<file path="config.mk">
export PLATFORM = sky130hd
export DESIGN_NAME = flit_operand_injector
export DESIGN_NICKNAME = d
export VERILOG_FILES = /design/src/rtl/flit_pkg.sv /design/src/rtl/flit_pattern_gen.sv /design/src/rtl/flit_operand_injector.sv
export SDC_FILE = /design/constraint.sdc
export NUM_CORES = 1
export LEC_CHECK = 0
export ABC_AREA = 1
export CAP_MARGIN = 20
export CORE_ASPECT_RATIO = 2
export CORE_MARGIN = 2
export CORE_UTILIZATION = 30
export CTS_CLUSTER_DIAMETER = 120
export DETAILED_ROUTE_END_ITERATION = 7
export GPL_ROUTABILITY_DRIVEN = 0
export HOLD_SLACK_MARGIN = 0.02
export PLACE_DENSITY = 0.64
export RECOVER_POWER = 50
export SKIP_LAST_GASP = 1
export SLEW_MARGIN = 10
export SYNTH_ARGS = -nofsm -noshare
export SYNTH_HDL_FRONTEND = slang
export SYNTH_HIERARCHICAL = 1
export SYNTH_SLANG_ARGS = --single-unit
</file>
<file path="constraint.sdc">
create_clock -name clk -period 3.3 [get_ports clk]
set_clock_uncertainty 0.15 [all_clocks]
set_input_delay 0.66 -clock clk [delete_from_list [all_inputs] [get_ports clk]]
set_output_delay 0.66 -clock clk [all_outputs]
set_load 0.03 [all_outputs]
</file>
<file path="src/rtl/flit_pkg.sv">
`default_nettype none
// ============================================================================
// Module      : flit_pkg
// Description : Shared definitions for the flit operand injector: default
//               parameter values, FSM state encoding, pattern-state encoding
//               and a constant function that builds the four test patterns
//               for any operand width N.
// Ports       : none (package)
// Revision    : 1.0 - initial release
// ============================================================================
package flit_pkg;

  // Default parameter values of the injector.
  localparam int c_def_n       = 26;
  localparam int c_def_payload = 20;
  localparam int c_def_gap     = 7;
  localparam int c_def_num_pkt = 10;

  // Widest operand the pattern builder supports; pattern vectors are built
  // at this width and sliced down to 2*N by the user.
  localparam int c_max_n = 256;

  // Injector control states.
  typedef enum logic [1:0] {
    ST_IDLE = 2'd0,
    ST_SEND = 2'd1,
    ST_GAP  = 2'd2,
    ST_DONE = 2'd3
  } state_e;

  // Pattern states of the flit generator.
  typedef enum logic [1:0] {
    PAT_P0 = 2'd0,  // all zeros
    PAT_P1 = 2'd1,  // upper N bits ones, lower N bits zeros
    PAT_P2 = 2'd2,  // all ones
    PAT_P3 = 2'd3   // lower N bits ones, upper N bits zeros
  } pat_e;

  // Builds the 2*n-bit flit for pattern p, zero-extended to 2*c_max_n bits.
  function automatic logic [2*c_max_n-1:0] pat_flit(input int n, input pat_e p);
    logic [2*c_max_n-1:0] r;
    r = '0;
    for (int i = 0; i < 2*c_max_n; i++) begin
      if (i < 2*n) begin
        case (p)
          PAT_P0:  r[i] = 1'b0;
          PAT_P1:  r[i] = (i >= n);
          PAT_P2:  r[i] = 1'b1;
          PAT_P3:  r[i] = (i < n);
          default: r[i] = 1'b0;
        endcase
      end
    end
    return r;
  endfunction

endpackage
`default_nettype wire

</file>
<file path="src/rtl/flit_pattern_gen.sv">
`default_nettype none
// ============================================================================
// Module      : flit_pattern_gen
// Description : Pattern successor function P0 -> P1 -> P2 -> P3 -> P0.
//               Purely combinational.
// Ports       : i_pat      - current pattern state (pat_e encoding)
//               o_pat_next - successor pattern state (pat_e encoding)
// Revision    : 1.0 - initial release
// ============================================================================
module flit_pattern_gen
  import flit_pkg::*;
(
  input  logic [1:0] i_pat,
  output logic [1:0] o_pat_next
);

  always_comb begin
    o_pat_next = PAT_P0;
    case (pat_e'(i_pat))
      PAT_P0:  o_pat_next = PAT_P1;
      PAT_P1:  o_pat_next = PAT_P2;
      PAT_P2:  o_pat_next = PAT_P3;
      PAT_P3:  o_pat_next = PAT_P0;
      default: o_pat_next = PAT_P0;
    endcase
  end

endmodule
`default_nettype wire

</file>
<file path="src/rtl/flit_operand_injector.sv">
`default_nettype none
// ============================================================================
// Module      : flit_operand_injector
// Description : Generates runs of NUM_PKT packets of PAYLOAD flits each,
//               separated by GAP idle cycles, cycling through four operand
//               patterns to exercise a downstream adder. Valid/ready
//               handshake on the output side.
// Ports       : clk       - clock, rising edge
//               rst_n     - synchronous active-low reset
//               start     - one-cycle run request, honoured only in IDLE
//               out_ready - downstream accept
//               out_valid - op_a/op_b carry a flit
//               op_a      - flit bits [N-1:0]
//               op_b      - flit bits [2N-1:N]
//               sop/eop   - first/last flit of a packet (qualified by valid)
//               pkt_cnt   - packets completed in the current run
//               busy      - not IDLE
//               done      - one-cycle pulse at run completion
// Revision    : 1.0 - initial release
// ============================================================================
module flit_operand_injector
  import flit_pkg::*;
#(
  parameter int N       = c_def_n,
  parameter int PAYLOAD = c_def_payload,
  parameter int GAP     = c_def_gap,
  parameter int NUM_PKT = c_def_num_pkt
) (
  input  logic          clk,
  input  logic          rst_n,
  input  logic          start,
  input  logic          out_ready,
  output logic          out_valid,
  output logic [N-1:0]  op_a,
  output logic [N-1:0]  op_b,
  output logic          sop,
  output logic          eop,
  output logic [15:0]   pkt_cnt,
  output logic          busy,
  output logic          done
);

  localparam int c_fw = 2 * N;

  // Pattern constants sliced to the flit width.
  localparam logic [2*c_max_n-1:0] c_full_p0 = pat_flit(N, PAT_P0);
  localparam logic [2*c_max_n-1:0] c_full_p1 = pat_flit(N, PAT_P1);
  localparam logic [2*c_max_n-1:0] c_full_p2 = pat_flit(N, PAT_P2);
  localparam logic [2*c_max_n-1:0] c_full_p3 = pat_flit(N, PAT_P3);
  localparam logic [c_fw-1:0]      c_flit_p0 = c_full_p0[c_fw-1:0];
  localparam logic [c_fw-1:0]      c_flit_p1 = c_full_p1[c_fw-1:0];
  localparam logic [c_fw-1:0]      c_flit_p2 = c_full_p2[c_fw-1:0];
  localparam logic [c_fw-1:0]      c_flit_p3 = c_full_p3[c_fw-1:0];

  localparam logic [15:0] c_last_idx = 16'(PAYLOAD - 1);
  localparam logic [15:0] c_num_pkt  = 16'(NUM_PKT);
  // The gap counter counts down to zero, so it loads GAP-1.
  localparam logic [7:0]  c_gap_load = (GAP > 0) ? 8'(GAP - 1) : 8'd0;

  state_e            state_q, state_d;
  pat_e              pat_q, pat_d;
  logic [15:0]       flit_idx_q, flit_idx_d;
  logic [15:0]       pkt_cnt_q, pkt_cnt_d;
  logic [7:0]        gap_cnt_q, gap_cnt_d;
  logic [c_fw-1:0]   flit_q, flit_d;

  logic [1:0]        w_pres_pat_raw;
  logic [1:0]        w_load_pat_raw;
  pat_e              w_pres_pat;
  pat_e              w_load_pat;
  logic              w_consume;
  logic              w_last_flit;
  logic              w_last_pkt;
  logic              w_present_new;

  function automatic logic [c_fw-1:0] flit_of(input pat_e p);
    logic [c_fw-1:0] f;
    f = c_flit_p0;
    case (p)
      PAT_P0:  f = c_flit_p0;
      PAT_P1:  f = c_flit_p1;
      PAT_P2:  f = c_flit_p2;
      PAT_P3:  f = c_flit_p3;
      default: f = c_flit_p0;
    endcase
    return f;
  endfunction

  // pat_q is the pattern of the last consumed flit (P0 at packet start);
  // the flit on the bus is always its successor.
  flit_pattern_gen u_pat_pres (
    .i_pat      (pat_q),
    .o_pat_next (w_pres_pat_raw)
  );

  // Successor of the next-cycle pattern state: the flit to present next.
  flit_pattern_gen u_pat_load (
    .i_pat      (pat_d),
    .o_pat_next (w_load_pat_raw)
  );

  assign w_pres_pat  = pat_e'(w_pres_pat_raw);
  assign w_load_pat  = pat_e'(w_load_pat_raw);
  assign w_consume   = (state_q == ST_SEND) && out_ready;
  assign w_last_flit = (flit_idx_q == c_last_idx);
  assign w_last_pkt  = ((pkt_cnt_q + 16'd1) == c_num_pkt);

  // Next-state and counter logic.
  always_comb begin
    state_d    = state_q;
    pat_d      = pat_q;
    flit_idx_d = flit_idx_q;
    pkt_cnt_d  = pkt_cnt_q;
    gap_cnt_d  = gap_cnt_q;

    case (state_q)
      ST_IDLE: begin
        if (start) begin
          state_d    = ST_SEND;
          pat_d      = PAT_P0;
          flit_idx_d = 16'd0;
          pkt_cnt_d  = 16'd0;
          gap_cnt_d  = 8'd0;
        end
      end

      ST_SEND: begin
        if (w_consume) begin
          if (w_last_flit) begin
            pkt_cnt_d  = pkt_cnt_q + 16'd1;
            flit_idx_d = 16'd0;
            pat_d      = PAT_P0;
            if (w_last_pkt) begin
              state_d = ST_DONE;
            end else if (GAP > 0) begin
              state_d   = ST_GAP;
              gap_cnt_d = c_gap_load;
            end else begin
              state_d = ST_SEND;
            end
          end else begin
            flit_idx_d = flit_idx_q + 16'd1;
            pat_d      = w_pres_pat;
          end
        end
      end

      ST_GAP: begin
        if (gap_cnt_q == 8'd0) begin
          state_d = ST_SEND;
        end else begin
          gap_cnt_d = gap_cnt_q - 8'd1;
        end
      end

      ST_DONE: begin
        state_d = ST_IDLE;
      end

      default: begin
        state_d = ST_IDLE;
      end
    endcase
  end

  // The operand register only changes when a new flit will be on the bus
  // next cycle; otherwise it keeps the last consumed (or stalled) flit so
  // the adder inputs do not toggle.
  always_comb begin
    flit_d        = flit_q;
    w_present_new = (state_d == ST_SEND) && ((state_q != ST_SEND) || w_consume);
    if (w_present_new) begin
      flit_d = flit_of(w_load_pat);
    end
  end

  always_ff @(posedge clk) begin
    if (!rst_n) begin
      state_q    <= ST_IDLE;
      pat_q      <= PAT_P0;
      flit_idx_q <= 16'd0;
      pkt_cnt_q  <= 16'd0;
      gap_cnt_q  <= 8'd0;
      flit_q     <= '0;
    end else begin
      state_q    <= state_d;
      pat_q      <= pat_d;
      flit_idx_q <= flit_idx_d;
      pkt_cnt_q  <= pkt_cnt_d;
      gap_cnt_q  <= gap_cnt_d;
      flit_q     <= flit_d;
    end
  end

  assign out_valid = (state_q == ST_SEND);
  assign sop       = out_valid && (flit_idx_q == 16'd0);
  assign eop       = out_valid && w_last_flit;
  assign busy      = (state_q != ST_IDLE);
  assign done      = (state_q == ST_DONE);
  assign pkt_cnt   = pkt_cnt_q;
  assign op_a      = flit_q[N-1:0];
  assign op_b      = flit_q[c_fw-1:N];

endmodule
`default_nettype wire

</file>
==> out/results.txt, run 1 <==
most common cell after layout, fill and taps aside - nand2_1
CP Max Fanout - 5
CTS tree - done
Detailed Routing Iterations Pass 1 - 4
final setup margin - 0.239 ns
post-DP HPWL - 6.65 mm
Clock Path Buffers - 2
static leakage - 1.58 nW
first-pass GRT wire length - 13.7 mm
syn avg cell area - 6.65 um2
vias per inst - 4.70
Post-CTS Hold Buffers - 0
placed cell areas - 3770 um2
clock sinks - 46
Max-Slew Margin vs Limit - 52.3%
Max Freq - 327 MHz
Crit Path Class - flip-flop to output pin
Die H - 150 um
Finished Cell Area - 3910 um2
Required @ worst endpoint - 2.49 ns
Port-buffer cells - 76
Startpoint Class - flip-flop
core box area - 10400 um2
die area - 11500 um2
total CTS buffers - 5
H-Tree Depth - 2
most frequent cells in the layout - nand2_1, inv_1, nor2_1, clkdlybuf4s50_1, dfxtp_1
Pwr Density - 456 nW/um2
clk slew on worst S/H paths - 0.06 ns
IO Pins - 77
max incr delay on CP - 0.78 ns
final WL - 8.30 mm
detailed-route via count - 3062
Antenna Nets Post-Route - 0
initial core utilization - 30.6%
Worst Hold Slack - 0.310 ns
Resize count post-CTS - 0
initial antenna violation count - 0
Post-CTS Setup Inserts - 0
Iter 0 DRT Violations - 111
unrepaired setup endpoints after global routing - false
HP Class - flip-flop to flip-flop
number of global-route vias before repair - 3041
final setup vio count - 0
largest net degree at the start of global routing - 28
Post-Syn Area - 3190 um2
total track usage - 14.7%
sequential area share after synthesis - 28.9%
largest delay contributor family on the critical path - buffers and inverters
post-synth cell types - 32
Max rail drop VDD - 0.000220 V
max cap viols - 0
Pwr Total - 1.78 mW
nets - 534
layout overhead on the synthesized area - 22.4%
post-synthesis register bit count - 46
Placement Setup Slack - 0.296 ns
Final Hold Fails - 0
Syn Nets - 500
wire per inst - 12.7 um
n_diodes - 0
num rows - 53
GRT Residual Overflow - 0
Critical Path Sink Type - output pin
Pins Over Slew Limit - 0
slowest CP cell - clkdlybuf4s50_1
CP cell instances - inv_1, ha_1, nand4_1, nor4_1, clkdlybuf4s50_1
Ys Warns - 6
outcome - complete, no violations
Setup TNS Final - 0 ns
layout cell share with drive strength beyond 1 - 4.08%
Crit path arrival time - 2.25 ns
Mapped Cells - 480
Storage cell area - 921 um2
CTS Root Cell - clkbuf_16
DIE WIDTH - 76.9 um
Buf/Inv on CP - 2
Layout fillers - 1136
fin crit period - 3.06 ns
DRC - 0
Period Utilization, post-route - 92.8%
multi-input logic area - 1590 um2
latest clock arrival within the worst-skew pair - 0.29 ns
Slew @ Worst Pin - 0.714 ns
-- sequential cells by signal, summed over array words and instances, names as in the netlist --
register    cells
flit_idx_q     16
flit_q          2
gap_cnt_q       8
pat_q           2
pkt_cnt        16
state_q         2
-- layer usage --
layer  GRT usage [%]  share of wire, %
met4            10.7               5.6
met3            2.17               3.7
met2            29.2                56
met5               0                 0
met1            13.1                35
-- path summary, 6_finish.rpt --
| check | start | to | slack [ns] | cells past startpoint |
|---|---|---|---|---|
| worst max-delay path | state_q[1] | sop | 0.24 | 5 |
| worst min-delay path | flit_idx_q[15] | flit_idx_q[15] | 0.31 | 1 |
| worst max register to register | state_q[1] | flit_q[50] | 0.40 | 21 |
| worst min register to register | flit_idx_q[15] | flit_idx_q[15] | 0.31 | 1 |
-- power by group --
part | switching [mW] | internal [mW] | leakage, nW
Clock | 0.214 | 0.301 | 0.0739
Sequential | 0.0321 | 0.568 | 0.372
Combinational | 0.418 | 0.248 | 1.14
Total | 0.665 | 1.12 | 1.58
-- stage by stage --
step | instances | utilization, %
finish | 652 | 37.5
detailed placement | 644 | 36.2
floorplan | 480 | -
global placement | 644 | 36.2
CTS | 652 | 37.7
global route | 652 | 37.5
-- kinds of logic after synthesis --
| family | count (synthesis) | synth area share (%) |
|---|---|---|
| fa+ha+maj | 16 | 6.27 |
| buf+inv | 127 | 21.1 |
| simple gates | 219 | 30.2 |
| flops | 46 | 28.9 |
| xor+xnor | 12 | 3.29 |
| compound gates | 60 | 10.3 |
-- synthesized netlist by cell type --
| cell | count | area (um2) |
|---|---|---|
| nor2_2 | 3 | 18.8 |
| clkinv_1 | 1 | 3.75 |
| ha_1 | 16 | 200 |
| a221oi_1 | 1 | 8.76 |
| a211oi_1 | 1 | 7.51 |
| nor4_1 | 3 | 18.8 |
| nand2_2 | 2 | 12.5 |
| o221ai_1 | 1 | 8.76 |
| nor3_2 | 2 | 20.0 |
| o22ai_1 | 9 | 56.3 |
| nor3_1 | 12 | 60.1 |
| inv_2 | 2 | 7.51 |
| nand2_1 | 96 | 360 |
| nor2_1 | 54 | 203 |
| o21bai_1 | 2 | 15.0 |
| a21oi_1 | 18 | 90.1 |
| inv_1 | 67 | 251 |
| o21ai_1 | 4 | 20.0 |
| or3_1 | 1 | 6.26 |
| buf_2 | 1 | 5.00 |
| xnor2_1 | 4 | 35.0 |
| nand4_1 | 11 | 68.8 |
| and3_1 | 1 | 6.26 |
| nand3_1 | 31 | 155 |
| o21ai_0 | 23 | 115 |
| buf_6 | 1 | 11.3 |
| clkbuf_1 | 5 | 18.8 |
| dfxtp_1 | 46 | 921 |
| buf_4 | 50 | 375 |
| xor2_1 | 8 | 70.1 |
| nor2_4 | 3 | 33.8 |
| a31oi_1 | 1 | 6.26 |
-- worst register-to-register path: stages, from the launching register on --
cell and delay [ns]:
dfxtp_1 0.40, inv_1 0.09, ha_1 0.21, buf_4 0.16, inv_1 0.18, nor2_1 0.09, inv_1 0.09, nand2_1 0.11
nor2_4 0.18, inv_1 0.10, nand2_1 0.09, nand2_1 0.05, inv_1 0.07, ha_1 0.14, inv_1 0.03, nand2_1 0.07
inv_1 0.06, ha_1 0.28, inv_1 0.05, nand4_1 0.08, nand2_1 0.07, nor2_1 0.03
-- layout make-up --
cell class / instances / share of cell area [%]
multi-input cells: 307 / 40.8
flip-flops and latches: 46 / 23.6
clock inverters: 1 / 0.128
well taps: 137 / 4.39
clock buffers: 7 / 3.65
repair buffers: 84 / 20.7
inverters: 70 / 6.73
Note: power is estimated with default switching activity, not from simulation.
==> inputs of run 2 (changes only) <==
==> constraint.sdc (replaced) <==
create_clock -name clk -period 3.3 [get_ports clk]
set_clock_uncertainty 0.15 [all_clocks]
set_input_delay 0.66 -clock clk [delete_from_list [all_inputs] [get_ports clk]]
set_output_delay 0.66 -clock clk [all_outputs]
set_load 0.01 [all_outputs]
==> run 2 against run 1 <==
  * First-iteration DRC count grew 3.6%
  * Sequential cell count unchanged
  * Maximum frequency is 1.1% lower
  * Critical path depth is the same
  * Non-clock buffer count is 2 lower
  * Sequential power is essentially flat
  * Global-route usage up 0.34 points
  * Highest routed layer unchanged
==> out/results.txt, run 2 (same netlist as run 1, synthesis figures left out) <==
layout overhead on the synthesized area - 22.2%
die area - 11500 um2 (unchanged)
Die H - 150 um (unchanged)
Startpoint Class - flip-flop
n_diodes - 0 (unchanged)
crit path to - sop
total CTS buffers - 5 (unchanged)
latest clock arrival within the worst-skew pair - 0.30 ns (about the same)
Crit path arrival time - 2.29 ns (+0.04 ns)
first-pass GRT wire length - 13.8 mm (+0.50%)
clk slew on worst S/H paths - 0.06 ns (about the same)
largest net degree at the start of global routing - 28 (unchanged)
Max rail drop VDD - 0.000193 V (-13%)
RR Startpoint - state_q[1]
static leakage - 1.60 nW (+1.1%)
clock sinks - 46 (unchanged)
final setup vio count - 0 (unchanged)
Pwr Density - 409 nW/um2 (-10%)
final non-filler cell total - 650 (-0.31%)
vias per inst - 4.68 (-0.41%)
Final Hold Fails - 0 (unchanged)
Resize count post-CTS - 0 (unchanged)
initial core utilization - 30.6% (unchanged)
total track usage - 15.1% (+0.34 points)
Required @ worst endpoint - 2.49 ns (about the same)
CTS Root Cell - clkbuf_16
reg-to-reg critical path endpoint - flit_idx_q[15]
CP cell instances - inv_1, ha_1, nand4_1, nor4_1, clkdlybuf4s50_1
Antenna Nets Post-Route - 0 (unchanged)
Post-CTS Setup Inserts - 0 (unchanged)
Pins Over Slew Limit - 0 (unchanged)
Post-CTS Hold Buffers - 0 (unchanged)
hold path depth - 1 (unchanged)
Max Freq - 323 MHz (-1.1%)
core box area - 10400 um2 (unchanged)
Slew @ Worst Pin - 0.716 ns (+0.00172 ns)
worst-case reg-to-reg path depth - 16 (-24%)
initial antenna violation count - 0 (unchanged)
detailed-route via count - 3040 (-0.72%)
placed cell areas - 3760 um2 (-0.40%)
most frequent cells in the layout - nand2_1, inv_1, nor2_1, dfxtp_1
Period Utilization, post-route - 93.8% (+1.1 points)
Crit Path Class - flip-flop to output pin
slowest CP cell - clkdlybuf4s50_1
CTS tree - done
CP Max Fanout - 5 (unchanged)
Max-Slew Margin vs Limit - 52.2% (-0.11 points)
num rows - 53 (unchanged)
Port-buffer cells - 76 (unchanged)
HP Class - flip-flop to flip-flop
fin crit period - 3.10 ns (+0.0351 ns)
GRT Residual Overflow - 0 (unchanged)
wire per inst - 12.9 um (+1.1%)
Iter 0 DRT Violations - 115 (+3.6%)
post-DP HPWL - 6.71 mm (+0.93%)
layout cell share with drive strength beyond 1 - 4.09% (+0.016 points)
DIE WIDTH - 76.9 um (unchanged)
max cap viols - 0 (unchanged)
CP startpoint - state_q[1]
IO Pins - 77 (unchanged)
number of global-route vias before repair - 3016 (-0.82%)
H-Tree Depth - 2 (unchanged)
FF-to-FF setup slack - 0.38 ns (-0.02 ns)
Final Core Density - 37.4% (-0.084 points)
outcome - complete, no violations
max incr delay on CP - 0.65 ns (-0.13 ns)
placed cell count - 642 (-0.31%)
final WL - 8.36 mm (+0.78%)
Finished Cell Area - 3900 um2 (-0.22%)
unrepaired setup endpoints after global routing - false
Detailed Routing Iterations Pass 1 - 4 (unchanged)
nets - 532 (-0.37%)
Critical Path Sink Type - output pin
Clock Path Buffers - 2 (unchanged)
DRC - 0 (unchanged)
Setup TNS Final - 0 ns (unchanged)
most common cell after layout, fill and taps aside - nand2_1
-- run 2: cell count changes in the layout (fill, tap and decap cells not counted), sizes merged --
cell	change
clkdlybuf4s50	-12
buf	-1
dlygate4sd3	+12
clkbuf	-1
-- run 2: how the worst min path moves through the flow --
stage	startpoint	endpoint
3_5_place_dp	flit_idx_q[15]	flit_idx_q[15]
5_1_grt	flit_idx_q[15]	flit_idx_q[15]
2_1_floorplan	flit_idx_q[15]	flit_idx_q[15]
4_1_cts	flit_idx_q[15]	flit_idx_q[15]
6_report	flit_idx_q[15]	flit_idx_q[15]
3_3_place_gp	flit_idx_q[15]	flit_idx_q[15]
-- run 2: worst max-delay path, delay by kind of cell, from the launching register on --
| kind | cells | cell delay (ns) |
|---|---|---|
| flip-flops | 1 | 0.35 |
| buffers and inverters | 2 | 0.74 |
| AND/OR/NAND/NOR | 2 | 0.59 |
| adder cells (fa/ha/maj) | 1 | 0.30 |
-- run 2: final cells by class --
| class | instances | area (um2) |
|---|---|---|
| well taps | 137 | 171 |
| clock buffers | 7 | 143 |
| flip-flops and latches | 46 | 921 |
| repair buffers | 82 | 798 |
| clock inverters | 1 | 5.00 |
| multi-input cells | 307 | 1600 |
| fillers | 1101 | 6510 |
| inverters | 70 | 263 |
-- run 2: report_power, final --
| part | internal (mW) | switching [mW] |
|---|---|---|
| clock | 0.301 | 0.221 |
| combinational | 0.236 | 0.238 |
| sequential | 0.568 | 0.0306 |
-- run 2: metal layers --
| metal | vias to the layer above | share of wire, % | global-route usage, % |
|---|---|---|---|
| li1 | 1545 | - | - |
| met1 | 1373 | 34 | 13.1 |
| met2 | 93 | 56 | 29.4 |
| met3 | 29 | 3.7 | 2.29 |
| met4 | 0 | 6.1 | 12.5 |
| met5 | - | 0 | 0 |
-- run 2: per-stage QoR --
stage               hold slack, ns  setup WS, ns  power (mW)
floorplan                    0.278         0.518       0.976
global placement             0.301         0.358        1.11
detailed placement           0.310         0.315        1.12
CTS                          0.319         0.183        1.64
global route                 0.348        0.0782        1.68
finish                       0.317         0.204        1.59
==> inputs of run 3 (changes only) <==
--- a/config.mk
+++ b/config.mk
@@ -10,12 +10,13 @@
 export CORE_ASPECT_RATIO = 2
 export CORE_MARGIN = 2
 export CORE_UTILIZATION = 30
+export CTS_BUF_LIST = sky130_fd_sc_hd__clkbuf_8 sky130_fd_sc_hd__clkbuf_16
 export CTS_CLUSTER_DIAMETER = 120
 export DETAILED_ROUTE_END_ITERATION = 7
 export GPL_ROUTABILITY_DRIVEN = 0
 export HOLD_SLACK_MARGIN = 0.02
 export PLACE_DENSITY = 0.64
-export RECOVER_POWER = 50
+export RECOVER_POWER = 100
 export SKIP_LAST_GASP = 1
 export SLEW_MARGIN = 10
 export SYNTH_ARGS = -nofsm -noshare
==> run 3 against run 2 <==
  * Clock-buffer cell count shrank 1
  * Global-route usage is the same
  * Routed wire length is essentially flat
  * Critical path depth is the same
  * Non-clock buffer count is the same
  * Critical endpoint unchanged
==> out/results.txt, run 3 (same netlist as run 1, synthesis figures left out) <==
clock sinks - 46 (unchanged)
final WL - 8.36 mm (about the same)
IO Pins - 77 (unchanged)
post-DP HPWL - 6.71 mm (unchanged)
most frequent cells in the layout - nand2_1, dlygate4sd3_1, inv_1, nor2_1, dfxtp_1
CTS tree - done
Setup TNS Final - 0 ns (unchanged)
Required @ worst endpoint - 2.49 ns (about the same)
Pwr Total - 1.56 mW (-2.2%)
HP Class - flip-flop to flip-flop
Slew @ Worst Pin - 0.584 ns (-0.132 ns)
Max-Slew Margin vs Limit - 61.1% (+8.8 points)
clk slew on worst S/H paths - 0.06 ns (about the same)
initial antenna violation count - 0 (unchanged)
most common cell after layout, fill and taps aside - nand2_1
Detailed Routing Iterations Pass 1 - 4 (unchanged)
detailed-route via count - 3025 (-0.49%)
outcome - complete, no violations
Port-buffer cells - 76 (unchanged)
Worst Hold Slack - 0.316 ns (-0.000606 ns)
Final Hold Fails - 0 (unchanged)
Resize count post-CTS - 0 (unchanged)
wire per inst - 12.9 um (about the same)
Clock Path Buffers - 2 (unchanged)
final setup vio count - 0 (unchanged)
vias per inst - 4.65 (-0.49%)
Post-CTS Hold Buffers - 0 (unchanged)
Pins Over Slew Limit - 0 (unchanged)
DRC - 0 (unchanged)
Pwr Density - 400 nW/um2 (-2.1%)
core box area - 10400 um2 (unchanged)
nets - 532 (unchanged)
CP Max Fanout - 5 (unchanged)
num rows - 53 (unchanged)
max cap viols - 0 (unchanged)
layout cell share with drive strength beyond 1 - 3.90% (-0.19 points)
initial core utilization - 30.6% (unchanged)
Max Freq - 320 MHz (-0.77%)
Crit path arrival time - 2.31 ns (+0.02 ns)
first-pass GRT wire length - 13.8 mm (unchanged)
GRT Residual Overflow - 0 (unchanged)
Die H - 150 um (unchanged)
total track usage - 15.1% (unchanged)
fin crit period - 3.12 ns (+0.0239 ns)
static leakage - 1.68 nW (+5.2%)
latest clock arrival within the worst-skew pair - 0.29 ns (about the same)
Period Utilization, post-route - 94.6% (+0.72 points)
DIE WIDTH - 76.9 um (unchanged)
die area - 11500 um2 (unchanged)
Post-CTS Setup Inserts - 0 (unchanged)
CTS Root Cell - clkbuf_16
Startpoint Class - flip-flop
unrepaired setup endpoints after global routing - false
Critical Path Sink Type - output pin
total CTS buffers - 5 (unchanged)
largest net degree at the start of global routing - 28 (unchanged)
n_diodes - 0 (unchanged)
H-Tree Depth - 2 (unchanged)
number of global-route vias before repair - 3016 (unchanged)
Antenna Nets Post-Route - 0 (unchanged)
layout overhead on the synthesized area - 22.0% (about the same)
Iter 0 DRT Violations - 121 (+5.2%)
Crit Path Class - flip-flop to output pin
Max rail drop VDD - 0.000191 V (-0.95%)
## run 3: changes by cell type in the layout (fill, tap and decap cells not counted)
| cell | before | now |
|---|---|---|
| buf_4 | 4 | 3 |
| o21ai_1 | 4 | 2 |
| o21ai_0 | 23 | 25 |
| dlygate4sd3_1 | 38 | 73 |
| clkdlybuf4s50_1 | 38 | 3 |
| inv_1 | 69 | 70 |
## run 3: final timing paths
path                        from             end  slack (ns)  cells after the start
setup / recovery      state_q[1]             sop        0.18                      5
hold / removal    flit_idx_q[15]  flit_idx_q[15]        0.32                      1
setup reg to reg      state_q[1]  flit_idx_q[15]        0.37                     16
hold reg to reg   flit_idx_q[15]  flit_idx_q[15]        0.32                      1
## run 3: metrics by stage
stage / setup WS (ns) / instance area (um2) / utilization (%) / cells
global route: 0.0782 / 3890 / 37.4 / 650
detailed placement: 0.315 / 3760 / 36.1 / 642
CTS: 0.183 / 3910 / 37.5 / 650
global placement: 0.358 / 3760 / 36.1 / 642
floorplan: 0.518 / 3190 / - / 480
finish: 0.180 / 3890 / 37.4 / 650
## run 3: layout make-up
type,instances,area (um2)
flip-flops and latches,46,921
multi-input cells,307,1600
clock buffers,6,139
fillers,1103,6520
clock inverters,2,8.76
well taps,137,171
repair buffers,82,795
inverters,70,263
## run 3: power breakdown
part           switching (mW)  total, mW  internal (mW)
sequential             0.0275      0.596          0.568
clock                   0.219      0.517          0.298
combinational           0.238      0.447          0.209
## run 3: layer usage
layer | wire [um] | up-vias | track usage (%) | part of all wire [%]
li1 | - | 1545 | - | -
met1 | 2860 | 1365 | 13.1 | 34
met2 | 4690 | 89 | 29.4 | 56
met3 | 304 | 26 | 2.29 | 3.6
met4 | 504 | 0 | 12.5 | 6.0
met5 | 0 | - | 0 | 0
## run 3: worst max-delay path, stage by stage (launching register included)
cell and delay, ns:
dfxtp_1 0.35, inv_1 0.09, ha_1 0.30, nand4_1 0.13
nor4_1 0.45, dlygate4sd3_1 0.69
